### src/rtl/resource_arbiter.sv
// Round-robin arbiter that shares one single-issue resource among NUM_REQ requesters.
// Each transaction runs IDLE -> ISSUE -> WAIT -> DONE, with a timeout and a global flush.
module resource_arbiter #(
    parameter int NUM_REQ = 4,
    parameter int DATA_W  = 32,
    parameter int TIMEOUT = 16
) (
    input  logic                             clk,
    input  logic                             reset,
    input  logic                             flush,
    input  logic [NUM_REQ-1:0]               req,
    input  logic [NUM_REQ-1:0][DATA_W-1:0]   req_data,
    output logic [NUM_REQ-1:0]               grant,
    output logic [NUM_REQ-1:0]               rsp_valid,
    output logic                             rsp_err,
    output logic [DATA_W-1:0]                rsp_data,
    output logic [DATA_W-1:0]                res_in,
    output logic                             res_in_valid,
    input  logic [DATA_W-1:0]                res_out,
    input  logic                             res_out_valid
);
    localparam int PW = (NUM_REQ > 1) ? $clog2(NUM_REQ) : 1;
    localparam int CW = $clog2(TIMEOUT + 1);

    typedef enum logic [1:0] {S_IDLE, S_ISSUE, S_WAIT, S_DONE} state_t;

    state_t               state_q, state_d;
    logic [PW-1:0]        ptr_q, ptr_d;
    logic [PW-1:0]        gidx_q, gidx_d;
    logic [CW-1:0]        cnt_q, cnt_d;
    logic [NUM_REQ-1:0]   grant_q, grant_d;
    logic [NUM_REQ-1:0]   rsp_valid_q, rsp_valid_d;
    logic                 rsp_err_q, rsp_err_d;
    logic [DATA_W-1:0]    rsp_data_q, rsp_data_d;
    logic [DATA_W-1:0]    res_in_q, res_in_d;
    logic                 res_in_valid_q, res_in_valid_d;

    logic                 found;
    logic [PW-1:0]        pick_idx;
    logic [PW-1:0]        cand;
    logic [PW-1:0]        next_ptr;
    int                   idx_c;

    // Scan from the pointer upward with wraparound; the first hit wins.
    always_comb begin
        found    = 1'b0;
        pick_idx = ptr_q;
        cand     = '0;
        idx_c    = 0;
        for (int i = 0; i < NUM_REQ; i++) begin
            idx_c = int'(ptr_q) + i;
            if (idx_c >= NUM_REQ) idx_c = idx_c - NUM_REQ;
            cand = PW'(idx_c);
            if (!found && req[cand]) begin
                found    = 1'b1;
                pick_idx = cand;
            end
        end
    end

    assign next_ptr = (gidx_q == PW'(NUM_REQ - 1)) ? '0 : gidx_q + 1'b1;

    always_comb begin
        state_d        = state_q;
        ptr_d          = ptr_q;
        gidx_d         = gidx_q;
        cnt_d          = cnt_q;
        grant_d        = grant_q;
        rsp_valid_d    = '0;
        rsp_err_d      = 1'b0;
        rsp_data_d     = rsp_data_q;
        res_in_d       = res_in_q;
        res_in_valid_d = 1'b0;

        case (state_q)
            S_IDLE: begin
                if (!flush && found) begin
                    gidx_d           = pick_idx;
                    grant_d          = '0;
                    grant_d[pick_idx] = 1'b1;
                    res_in_d         = req_data[pick_idx];
                    res_in_valid_d   = 1'b1;
                    state_d          = S_ISSUE;
                end
            end
            S_ISSUE: begin
                cnt_d   = '0;
                state_d = S_WAIT;
            end
            S_WAIT: begin
                if (res_out_valid) begin
                    rsp_data_d  = res_out;
                    rsp_valid_d = grant_q;
                    state_d     = S_DONE;
                end else if (cnt_q == CW'(TIMEOUT - 1)) begin
                    rsp_data_d  = '0;
                    rsp_err_d   = 1'b1;
                    rsp_valid_d = grant_q;
                    state_d     = S_DONE;
                end else begin
                    cnt_d = cnt_q + 1'b1;
                end
            end
            S_DONE: begin
                grant_d = '0;
                ptr_d   = next_ptr;
                state_d = S_IDLE;
            end
            default: state_d = S_IDLE;
        endcase

        // Abort overrides everything; the aborted requester loses its turn.
        if (flush && state_q != S_IDLE) begin
            state_d        = S_IDLE;
            grant_d        = '0;
            rsp_valid_d    = '0;
            rsp_err_d      = 1'b0;
            rsp_data_d     = rsp_data_q;
            res_in_valid_d = 1'b0;
            ptr_d          = next_ptr;
        end
    end

    always_ff @(posedge clk or negedge reset) begin
        if (!reset) begin
            state_q        <= S_IDLE;
            ptr_q          <= '0;
            gidx_q         <= '0;
            cnt_q          <= '0;
            grant_q        <= '0;
            rsp_valid_q    <= '0;
            rsp_err_q      <= 1'b0;
            rsp_data_q     <= '0;
            res_in_q       <= '0;
            res_in_valid_q <= 1'b0;
        end else begin
            state_q        <= state_d;
            ptr_q          <= ptr_d;
            gidx_q         <= gidx_d;
            cnt_q          <= cnt_d;
            grant_q        <= grant_d;
            rsp_valid_q    <= rsp_valid_d;
            rsp_err_q      <= rsp_err_d;
            rsp_data_q     <= rsp_data_d;
            res_in_q       <= res_in_d;
            res_in_valid_q <= res_in_valid_d;
        end
    end

    assign grant        = grant_q;
    assign rsp_valid    = rsp_valid_q;
    assign rsp_err      = rsp_err_q;
    assign rsp_data     = rsp_data_q;
    assign res_in       = res_in_q;
    assign res_in_valid = res_in_valid_q;

endmodule

### config.mk
export PLATFORM = sky130hd
export DESIGN_NAME = resource_arbiter
export DESIGN_NICKNAME = d
export VERILOG_FILES = /design/src/rtl/resource_arbiter.sv
export SDC_FILE = /design/constraint.sdc
export NUM_CORES = 1
export LEC_CHECK = 0
export CAP_MARGIN = 0
export CORE_AREA = 2 2 96 98
export CTS_CLUSTER_SIZE = 10
export DETAILED_ROUTE_END_ITERATION = 16
export DIE_AREA = 0 0 98 100
export DONT_BUFFER_PORTS = 1
export HOLD_SLACK_MARGIN = 0.02
export PLACE_DENSITY_LB_ADDON = 0.05
export SYNTH_ARGS = -nofsm -noshare
export SYNTH_HDL_FRONTEND = slang
export SYNTH_SLANG_ARGS = --single-unit
### constraint.sdc
create_clock -name clk -period 2.86 [get_ports clk]
set_input_delay 0.429 -clock clk [delete_from_list [all_inputs] [get_ports clk]]
set_output_delay 0.429 -clock clk [all_outputs]
set_load 0.005 [all_outputs]
## After elaboration in Yosys (flattened, before gate mapping)

Index checks and enable logic that the tools add are counted.
Widths: inputs -> output; s select.

| storage, ports and cells | value |
|---|---|
| output and inout bits | 74 |
| word-level logic and storage cells | 111 |
| input bits | 168 |
| flip-flop bits (word level) | 85 |

| cells by class | value |
|---|---|
| reduce and logical (&&, ||, !) cells | 21 |
| add/sub/neg operators | 9 |
| order comparisons | 10 |
| eq/ne operators | 9 |
| muxes and demuxes | 51 |
| bitwise logic cells | 1 |

Operators by type and width:

| cell | number |
|---|---|
| $mux 32 | 3 |
| $bmux 32 s2 | 1 |
| $mux 2 | 15 |
| $mux 4 | 6 |
| $mux 1 | 16 |
| $lt 2x3->1 const B | 5 |
| $mux 5 | 2 |
| $pmux 5 s2 | 1 |
| $ge 3x3->1 const B | 3 |
| $bmux 1 s2 | 4 |
| $pmux 2 s4 | 1 |
| $pmux 4 s2 | 1 |
| $reduce_bool 2->1 | 4 |
| $sub 2x1->2 const B | 4 |
| $add 2x2->3 const B | 2 |
| $eq 2x2->1 const B | 3 |
| $logic_and 1x1->1 | 6 |
| $reduce_and 2->1 | 3 |
| $reduce_and 3->1 | 2 |
| $add 5x1->5 const B | 1 |
| $eq 5x4->1 const B | 1 |
| $logic_not 1->1 | 4 |
| $ne 2x2->1 const B | 2 |
| $ne 4x4->1 const B | 1 |
| other kinds (10) | 10 |

## Longest topological paths before layout

Gate-level depths: netlist of the first run.

| logic depth | value |
|---|---|
| word-level depth | 21 |
| depth in mapped cells | 9 |
| mapped depth without buffers | 7 |

## Least setup slack after synthesis of the first run

No wires, ideal clock.

| timing path | value |
|---|---|
| path kind | register -> register |
| start point | register cnt_q[0] |
| end point | register rsp_data_q[0] (netlist: rsp_data[0]) |
| path buffers | 1 |
| data required time | 2.794 ns |
| library setup time | 0.066 ns |
| clock period less this slack | 1.893 ns |
| setup slack | 0.967 ns |
| arrival | 1.827 ns |
| stages on the path, launching flop included | 8 |
| path through | dfrtp_1 > ha_1 > and3_1 > ha_1 > nor2_1 > nand3b_1 > clkbuf_1 > a22o_1 |

| on the way | value |
|---|---|
| word-level cells in the longest chain between the ends | 3 |

RTL lines:

| element | RTL line | text |
|---|---|---|
| start: declaration | 30 | `logic [CW-1:0] cnt_q, cnt_d;` |
| start signal: assignment | 140 | `cnt_q <= cnt_d;` |
| $eq 5x4->1 | 95 | `end else if (cnt_q == CW'(TIMEOUT - 1)) begin` |
| $reduce_bool 2->1 (no source line) | - |  |
| $reduce_and 3->1 (no source line) | - |  |
| end signal: assignment | 144 | `rsp_data_q <= rsp_data_d;` |
| end: declaration | 34 | `logic [DATA_W-1:0] rsp_data_q, rsp_data_d;` |

Every way passes these cells.
A chain may end at the register's enable or synchronous reset.

## Worst setup path after layout of the first run

| timing path | value |
|---|---|
| start point | register ptr_q[1] |
| end point | register res_in_q[16] (netlist: res_in[16]) |

| on the way | value |
|---|---|
| word-level cells in the longest chain between the ends | 16 |
| elaborated cells between the ends (all ways) | 41 |
| classes of those cells | add/sub: 7; order compare: 4; mux: 22; reduce/logical: 8 |

RTL lines:

| element | RTL line | text |
|---|---|---|
| start: declaration | 28 | `logic [PW-1:0] ptr_q, ptr_d;` |
| start signal: assignment | 138 | `ptr_q <= ptr_d;` |
| branches (longest 16 deep; another with $add 2x1->3) | - |  |
| end signal: assignment | 145 | `res_in_q <= res_in_d;` |
| end: declaration | 35 | `logic [DATA_W-1:0] res_in_q, res_in_d;` |

Several ways; the timed one is not identified. The select of a mux whose other input is x is not followed.

==> qor.txt, run 1 <==
port buffer count: 0
clk buf depth: 2
Yosys top cell by area: dfrtp_1
Mapped Cells: 486
r2r setup slk: 0.54 ns
Setup crit start kind: flop
Clock Sinks: 85
Synth cell types: 52
top cells by area, synth: dfrtp_1, a22o_1, a221oi_1, and4_1, o31a_1
total congestion overflow: 0
final wirelength: 13000 um
n_diodes: 0
final slew viol count: 0
yosys warns: 0
average wire per standard cell: 22.5 um
Yosys reg bits: 85
TritonCTS clock tree: done
CP Capture Type: flop
Initial DRC Count: 216
io pins: 242
initial antenna violation count: 0
Leakage: 2.04 nW
P&R area growth vs syn: 5.29%
Final ANT Viol Nets: 0
CP required: 3.13 ns
Pre-Repair DR Iteration Count: 5
reg2reg end: res_in[16]
M2 GR Usage: 44.7%
r2r startpoint: ptr_q[1]
total CTS buffers: 9
dpl hpwl: 9120 um
vias in the first global route: 3637
min-delay src: res_out[26]
sequential power share: 44.6%
DIE HEIGHT: 100 um
Mapped Area: 4710 um2
final hold slack: 0.198 ns
pin count of the biggest net entering global routing: 86
EDFF count, synth: 0
worst slack, placed: 0.594 ns
die width: 98 um
RSZ-0062 raised after global routing: no
critical path class: flop to flop
CP delay by family, top: compound AO/OA/AOI/OAI gates
power per cell area: 997 nW/um2
reg2reg path depth: 5
RD Place Congestion: 0.869
initial core utilization: 52.9%
worst hold stages: 1
share of cells above drive strength 1: 8.58%
Synth top area share: 45.2%
Final period util: 81.1%
Sw Share: 40.6%
gr usage total: 25.3%
# Max-Cap Violations: 0
first-pass GRT wire length: 19700 um
P_sw: 2.00 mW
post-layout min period: 2.32 ns
total number of vias: 3850
met3 Track Usage GR: 7.31%
TNS Setup: 0 ns
clock-pin slew on the worst setup and hold paths: 0.09 ns
CP peak stage delay: 0.89 ns
power share of the clock group: 17.6%
GR peak layer: met2
worst-skew pair later-pin latency: 0.36 ns
Post-synth ARST share: 100%
sequential area share after synthesis: 45.2%
global-route met1 utilization: 30.2%
worst path buffer plus inverter count: 1
placed instance area: 4720 um2
CP max-delay cell: o41ai_4
H-tree depth: 3
status: finished, final reports clean
Worst Skew: 0.0165 ns
Worst-Margin Slew: 1.10 ns
crit path DAT: 2.59 ns
setup ws final: 0.541 ns
# DRC: 0
Hold Crit Endpoint: rsp_data[26]
peak supply drop: 378 uV
worst hold path class: input port to flop
syn nets: 661
Final nets: 636
combinational share of power: 37.8%
max_slew headroom: 26.9%
predominant post-synthesis flop cell: dfrtp_1
via/cell ratio: 6.67
syn avg cell area: 9.69 um2
Placeable Area: 8890 um2
final instance area: 4960 um2
Total Die Area: 9800 um2
worst-path maximum fanout: 17
Final Hold Fails: 0
CTS root buffer: clkbuf_8
final setup vio count: 0
FMAX: 0.431 GHz
Pint: 2.94 mW
Site Rows: 35
crit-path cells: nor3_1 -> o41ai_4 -> buf_4 -> o21ai_0 -> a21oi_1
==> flip-flops by register name, summed over array words and instances, names as in the netlist <==
name / flops
res_in_valid: 1
state_q: 2
rsp_err: 1
gidx_q: 2
res_in: 32
rsp_valid: 4
cnt_q: 5
grant: 4
ptr_q: 2
rsp_data: 32
==> power by group through the flow <==
| stage | clock network, mW | registers, mW | logic, mW |
|---|---|---|---|
| 6_report | 0.870 | 2.20 | 1.87 |
| 5_1_grt | 0.945 | 2.26 | 2.10 |
| 4_1_cts | 0.896 | 2.20 | 1.87 |
| 3_5_place_dp | 0 | 2.22 | 1.83 |
| 3_3_place_gp | 0 | 2.22 | 1.78 |
| 2_1_floorplan | 0 | 2.05 | 1.57 |
==> cells by family (layout without fill, tap and decap cells) <==
family	after synthesis	after routing	synth area share, %
adders and majority gates	7	7	1.86
xor gates and xnor gates	1	1	0.186
and+or+nand+nor	123	123	14.8
buffers and inverters	67	47	6.27
DFF	85	85	45.2
AOI/OAI and AO/OA	203	203	31.7
==> synth_stat cells (all sizes together) (3+ instances only) <==
master  number
nor2b       12
o31a        23
nand4        9
buf         26
and3         3
o32a         9
and4        23
clkbuf      23
o21ai       44
o31ai       12
a22o        33
a21boi       9
ha           7
nand2       20
nand3        6
dfrtp       85
inv         18
a221oi      23
nand2b       5
a21oi       34
nor2        36
==> worst max path at each step <==
stage / start / end / slack (ns) / cells after the start
after floorplan: cnt_q[0] / rsp_data[0] / 0.97 / 7
after global placement: ptr_q[1] / res_in[15] / 0.67 / 6
after detailed placement: ptr_q[1] / res_in[16] / 0.59 / 6
after CTS: state_q[0] / rsp_data[16] / 0.58 / 5
after global routing: ptr_q[1] / res_in[11] / 0.38 / 5
final: ptr_q[1] / res_in[16] / 0.54 / 5
==> timing repair <==
item | in CTS | in global routing
endpoints found under the hold margin | 85 | 0
setup endpoints to repair | 0 | 0
buffers inserted | 0 | 0
hold buffers | 2 | 0
resized for setup | 0 | 0
==> layer usage <==
layer  vias to the layer above  wire, um
met4                         0       207
met3                        16      1160
li1                       1801         -
met2                       181      6590
met1                      1852      5050
met5                         -         0
==> layout by cell type, fill, tap and decap left out, types with 10 or more instances in the layout <==
master	count
dfrtp_1	85
nor2_1	36
a21oi_1	34
a22o_1	33
o21ai_0	27
a221oi_1	23
and4_1	23
o31a_1	23
nand2_1	19
inv_1	17
o21ai_1	16
o31ai_1	11
buf_4	11
nor2b_1	10
==> stage by stage <==
| stage | power, mW | cells | util, % |
|---|---|---|---|
| finish | 4.94 | 577 | 55.7 |
| global route | 5.31 | 577 | 55.7 |
| CTS | 4.97 | 577 | 55.7 |
| detailed placement | 4.06 | 559 | 53.1 |
| global placement | 4.01 | 559 | 53.1 |
| floorplan | 3.61 | 486 | - |
==> final cells by class <==
cell class	count	area (um2)
fill	781	3930
multi-input combinational	334	2310
sequential	85	2130
tap	111	139
clock buffer	9	124
timing repair buffer	13	120
clock inverter	7	72.6
inverter	18	67.6
(Power assumes the default switching activity.)
==> run 2, diff against run 1 <==
==> constraint.sdc (replaced) <==
create_clock -name clk -period 2.1 [get_ports clk]
set_input_delay 0.315 -clock clk [delete_from_list [all_inputs] [get_ports clk]]
set_output_delay 0.315 -clock clk [all_outputs]
set_load 0.005 [all_outputs]
==> qor.txt, run 2 (same netlist as run 1, synthesis figures left out) <==
status: finished with violations (was finished, final reports clean)
failing checks: hold timing
worst hold path class: input port to async pin (was input port to flop)
# Max-Cap Violations: 0 (unchanged)
FMAX: 0.507 GHz (was 0.431 GHz)
Finished Layout Cells: 582 (was 577)
P&R area growth vs syn: 7.74% (was 5.29%)
initial core utilization: 52.9% (unchanged)
die width: 98 um (unchanged)
final slew viol count: 0 (unchanged)
Final period util: 93.9% (was 81.1%)
Pre-Repair DR Iteration Count: 4 (was 5)
initial antenna violation count: 0 (unchanged)
total number of vias: 3909 (was 3850)
Clock Sinks: 85 (unchanged)
Site Rows: 35 (unchanged)
peak supply drop: 581 uV (was 378 uV)
port buffer count: 0 (unchanged)
met3 Track Usage GR: 7.10% (was 7.31%)
Worst Skew: 0.0154 ns (was 0.0165 ns)
clock-pin slew on the worst setup and hold paths: 0.09 ns (about the same)
Total Die Area: 9800 um2 (unchanged)
share of cells above drive strength 1: 10.4% (was 8.58%)
Overall Power: 6.97 mW (was 4.94 mW)
global-route met1 utilization: 33.1% (was 30.2%)
GR peak layer: met2 (unchanged)
average wire per standard cell: 23.4 um (was 22.5 um)
pin count of the biggest net entering global routing: 86 (unchanged)
vias in the first global route: 3851 (was 3637)
r2r startpoint: ptr_q[1] (unchanged)
gr usage total: 26.4% (was 25.3%)
Worst-Margin Slew: 0.750 ns (was 1.10 ns)
final setup vio count: 0 (unchanged)
CTS root buffer: clkbuf_8 (unchanged)
TNS Setup: 0 ns (unchanged)
power per cell area: 1380 nW/um2 (was 997 nW/um2)
worst path buffer plus inverter count: 1 (unchanged)
total congestion overflow: 0 (unchanged)
most common cell after layout, fill and taps aside: dfrtp_1 (unchanged)
clk buf depth: 2 (unchanged)
CP max-delay cell: o21ba_1 (was o41ai_4)
CP delay by family, top: compound AO/OA/AOI/OAI gates (unchanged)
M2 GR Usage: 44.4% (was 44.7%)
CP Capture Type: flop (unchanged)
io pins: 242 (unchanged)
dpl cells: 565 (was 559)
CP required: 2.38 ns (was 3.13 ns)
first-pass GRT wire length: 20700 um (was 19700 um)
Final Hold Fails: 85 (was 0)
CP peak stage delay: 0.56 ns (was 0.89 ns)
r2r setup slk: 0.13 ns (was 0.54 ns)
commonest non-fill, non-tap cells in the layout: dfrtp_1, nor2_1, a21oi_1 (unchanged)
via/cell ratio: 6.72 (was 6.67)
final hold slack: -0.354 ns (was 0.198 ns)
total CTS buffers: 9 (unchanged)
Post-CTS Setup Inserts: 0 (unchanged)
RD Place Congestion: 0.889 (was 0.869)
Final nets: 641 (was 636)
Register Area: 2130 um2 (unchanged)
worst-skew pair later-pin latency: 0.36 ns (about the same)
reg2reg end: res_in[16] (unchanged)
reg2reg path depth: 6 (was 5)
Fill cells: 784 (was 781)
max_slew headroom: 49.8% (was 26.9%)
dpl hpwl: 9380 um (was 9120 um)
Leakage: 2.08 nW (was 2.04 nW)
H-tree depth: 3 (unchanged)
critical path class: flop to flop (unchanged)
Placeable Area: 8890 um2 (unchanged)
n_diodes: 0 (unchanged)
final wirelength: 13600 um (was 13000 um)
Setup crit start kind: flop (unchanged)
multi-input logic area: 2350 um2 (was 2310 um2)
post-layout min period: 1.97 ns (was 2.32 ns)
TritonCTS clock tree: done (unchanged)
Final ANT Viol Nets: 0 (unchanged)
crit-path cells: nor2b_1 -> o21ba_1 -> buf_4 -> o31a_1 -> o21ai_0 -> a21oi_1 (was nor3_1 -> o41ai_4 -> buf_4 -> o21ai_0 -> a21oi_1)
crit path DAT: 2.25 ns (was 2.59 ns)
worst-path maximum fanout: 15 (was 17)
Initial DRC Count: 188 (was 216)
# DRC: 0 (unchanged)
DIE HEIGHT: 100 um (unchanged)
-- run 2: changes by cell type in the layout (fill, tap and decap cells not counted), sizes merged --
cell | previous run | this run
clkinv | 2 | 1
o31ai | 12 | 13
buf | 12 | 17
clkinvlp | 2 | 3
dlygate4sd3 | 1 | 0
-- run 2: metrics by stage --
step / setup slack (ns) / util, % / area (um2)
after floorplan: 0.207 / - / 4710
after global placement: 0.123 / 54.2 / 4820
after detailed placement: 0.104 / 54.2 / 4820
after CTS: 0.0829 / 56.5 / 5020
after global routing: -0.00740 / 57.0 / 5070
final: 0.127 / 57.0 / 5070
-- run 2: metal layers --
| metal | vias to the layer above | share of wire [%] |
|---|---|---|
| met3 | 18 | 7.9 |
| met2 | 179 | 50 |
| li1 | 1817 | - |
| met4 | 0 | 1.8 |
| met5 | - | 0 |
| met1 | 1895 | 40 |
-- run 2: cell type report --
type	count	share of cell area [%]
multi-input combinational	335	46.4
timing repair buffer	17	3.50
sequential	85	41.9
inverter	18	1.33
clock buffer	9	2.44
tap	111	2.74
clock inverter	7	1.60
-- run 2: report_power, final --
part / leakage [nW] / internal (mW) / switching [mW] / total [mW]
sequential: 1.04 / 2.34 / 0.612 / 2.95
clock: 0.0940 / 0.564 / 0.651 / 1.22
combinational: 0.949 / 1.23 / 1.57 / 2.80
total: 2.08 / 4.14 / 2.84 / 6.97
-- run 2: repair_timing --
action                                 CTS  global route
resized for setup                        0             6
setup endpoints to repair                0            32
endpoints found under the hold margin   85            85
-- run 2: worst max path at each step --
stage	start	end	slack [ns]	cells after the start
CTS	ptr_q[1]	res_in[9]	0.08	5
finish	ptr_q[1]	res_in[16]	0.13	6
global route	ptr_q[1]	res_in[22]	-0.007	6
floorplan	cnt_q[0]	rsp_data[0]	0.21	7
global placement	ptr_q[1]	res_in[3]	0.12	5
detailed placement	ptr_q[1]	res_in[9]	0.10	5
-- run 2: worst register-to-register path: stages, from the launching register on --
cell and delay (ns):
dfrtp_1 0.43, nor2b_1 0.27, o21ba_1 0.56, buf_4 0.30
o31a_1 0.14, o21ai_0 0.07, a21oi_1 0.14
==> run 3, diff against run 2 <==
--- a/config.mk
+++ b/config.mk
@@ -6,10 +6,11 @@
 export NUM_CORES = 1
 export LEC_CHECK = 0
 export CAP_MARGIN = 0
-export CORE_AREA = 2 2 96 98
+export CORE_AREA = 2 2 69 136
+export CTS_CLUSTER_DIAMETER = 80
 export CTS_CLUSTER_SIZE = 10
 export DETAILED_ROUTE_END_ITERATION = 16
-export DIE_AREA = 0 0 98 100
+export DIE_AREA = 0 0 71 138
 export DONT_BUFFER_PORTS = 1
 export HOLD_SLACK_MARGIN = 0.02
 export PLACE_DENSITY_LB_ADDON = 0.05
==> qor.txt, run 3 (same netlist as run 1, synthesis figures left out) <==
reg2reg end: res_in[14] (was res_in[16])
power per cell area: 1420 nW/um2 (was 1380 nW/um2)
CP startpoint: ptr_q[1] (unchanged)
average wire per standard cell: 24.5 um (was 23.4 um)
Pint: 4.39 mW (was 4.14 mW)
worst-skew pair later-pin latency: 0.34 ns (was 0.36 ns)
first-pass GRT wire length: 21000 um (was 20700 um)
clock-pin slew on the worst setup and hold paths: 0.07 ns (was 0.09 ns)
Finished Layout Cells: 571 (was 582)
# Max-Cap Violations: 0 (unchanged)
setup ws final: 0.0213 ns (was 0.127 ns)
TritonCTS clock tree: done (unchanged)
n_diodes: 0 (unchanged)
Placeable Area: 8890 um2 (unchanged)
Final period util: 99.0% (was 93.9%)
Pre-Repair DR Iteration Count: 4 (unchanged)
die width: 71 um (was 98 um)
Final ANT Viol Nets: 0 (unchanged)
Worst Skew: 0.00785 ns (was 0.0154 ns)
r2r setup slk: 0.02 ns (was 0.13 ns)
final setup vio count: 0 (unchanged)
critical path class: flop to flop (unchanged)
# DRC: 0 (unchanged)
power share of the clock group: 20.6% (was 17.4%)
via/cell ratio: 7.03 (was 6.72)
RD Place Congestion: 0.845 (was 0.889)
initial core utilization: 52.9% (unchanged)
Setup crit start kind: flop (unchanged)
CTS root buffer: clkbuf_16 (was clkbuf_8)
status: finished with violations (unchanged)
dpl hpwl: 9650 um (was 9380 um)
Sw Share: 40.0% (was 40.7%)
placed instance area: 4790 um2 (was 4820 um2)
crit-path cells: buf_4 -> o2bb2ai_1 -> a22oi_2 -> o31ai_4 -> a221oi_1 -> a21oi_1 (was nor2b_1 -> o21ba_1 -> buf_4 -> o31a_1 -> o21ai_0 -> a21oi_1)
failing checks: hold timing (unchanged)
Site Rows: 49 (was 35)
reg2reg path depth: 6 (unchanged)
commonest non-fill, non-tap cells in the layout: dfrtp_1, nor2_1, a21oi_1 (unchanged)
CP max-delay cell: dfrtp_1 (was o21ba_1)
total number of vias: 4015 (was 3909)
Final nets: 639 (was 641)
dpl cells: 553 (was 565)
Total Die Area: 9800 um2 (about the same)
Fill cells: 783 (was 784)
CP peak stage delay: 0.44 ns (was 0.56 ns)
worst-path maximum fanout: 12 (was 15)
Initial DRC Count: 198 (was 188)
P_sw: 2.93 mW (was 2.84 mW)
sequential power share: 40.4% (was 42.3%)
combinational share of power: 39.0% (was 40.2%)
Final Hold Fails: 85 (unchanged)
pin count of the biggest net entering global routing: 86 (unchanged)
Post-CTS Setup Inserts: 0 (unchanged)
CP delay by family, top: compound AO/OA/AOI/OAI gates (unchanged)
Leakage: 2.11 nW (was 2.08 nW)
Clock Sinks: 85 (unchanged)
final core occ: 58.0% (was 57.0%)
total CTS buffers: 9 (unchanged)
total congestion overflow: 0 (unchanged)
r2r startpoint: ptr_q[1] (unchanged)
share of cells above drive strength 1: 10.2% (was 10.4%)
DIE HEIGHT: 138 um (was 100 um)
CP required: 2.32 ns (was 2.38 ns)
H-tree depth: 3 (unchanged)
final instance area: 5160 um2 (was 5070 um2)
max_slew headroom: 49.1% (was 49.8%)
post-layout min period: 2.08 ns (was 1.97 ns)
clk buf depth: 2 (unchanged)
gr usage total: 27.1% (was 26.4%)
final wirelength: 14000 um (was 13600 um)
io pins: 242 (unchanged)
final hold slack: -0.335 ns (was -0.354 ns)
worst slack, placed: 0.0719 ns (was 0.104 ns)
CP Capture Type: flop (unchanged)
Worst-Margin Slew: 0.763 ns (was 0.750 ns)
vias in the first global route: 4019 (was 3851)
most common cell after layout, fill and taps aside: dfrtp_1 (unchanged)
final slew viol count: 0 (unchanged)
worst path buffer plus inverter count: 1 (unchanged)
crit path DAT: 2.30 ns (was 2.25 ns)
port buffer count: 0 (unchanged)
initial antenna violation count: 0 (unchanged)
peak supply drop: 714 uV (was 581 uV)
RSZ-0062 raised after global routing: yes
FMAX: 0.481 GHz (was 0.507 GHz)
P&R area growth vs syn: 9.62% (was 7.74%)
worst hold path class: input port to async pin (unchanged)
==> run 3: how the worst max path moves through the flow <==
stage                  endpoint  slack [ns]  cells past startpoint
finish               res_in[14]        0.02                      6
floorplan           rsp_data[0]        0.21                      7
CTS                  res_in[14]        0.06                      4
global placement     res_in[22]        0.09                      5
detailed placement    res_in[0]        0.07                      4
global route         res_in[11]       -0.05                      6
==> run 3: worst register-to-register path, delay by kind of cell (launching register included) <==
| kind | cells | cell delay (ns) |
|---|---|---|
| buffers and inverters | 1 | 0.23 |
| AOI/OAI and AO/OA | 5 | 1.28 |
| DFF | 1 | 0.44 |
==> run 3: routing by layer <==
layer,track usage (%),up-vias,part of all wire (%)
met1,31.1,1958,36
li1,-,1817,-
met5,0,-,0
met3,5.90,25,7.5
met4,11.0,0,2.5
met2,47.7,215,54
==> run 3: what timing repair did <==
item,in CTS,in global routing
gates resized for setup,0,8
endpoints found under the hold margin,85,85
endpoints found under the setup margin,0,32
==> run 3: layout make-up <==
class	instances	area, um2	area share [%]
Clock inverter	7	57.6	1.12
Clock buffer	9	225	4.36
Inverter	18	67.6	1.31
Tap cell	102	128	2.47
Timing Repair Buffer	14	155	3.01
Multi-Input combinational cell	336	2400	46.5
Sequential cell	85	2130	41.2
==> run 3: power groups by stage <==
stage,registers [mW],clock network [mW],logic (mW)
after floorplan,2.79,0,2.13
after global placement,2.97,0,2.64
after detailed placement,2.98,0,2.72
after CTS,2.96,1.54,2.73
after global routing,3.03,1.60,3.18
final,2.96,1.51,2.85
==> run 3: stage by stage <==
| stage | setup TNS, ns | total power, mW |
|---|---|---|
| after floorplan | 0 | 4.92 |
| final | 0 | 7.32 |
| after detailed placement | 0 | 5.70 |
| after global placement | 0 | 5.61 |
| after global routing | -0.206 | 7.81 |
| after CTS | 0 | 7.23 |
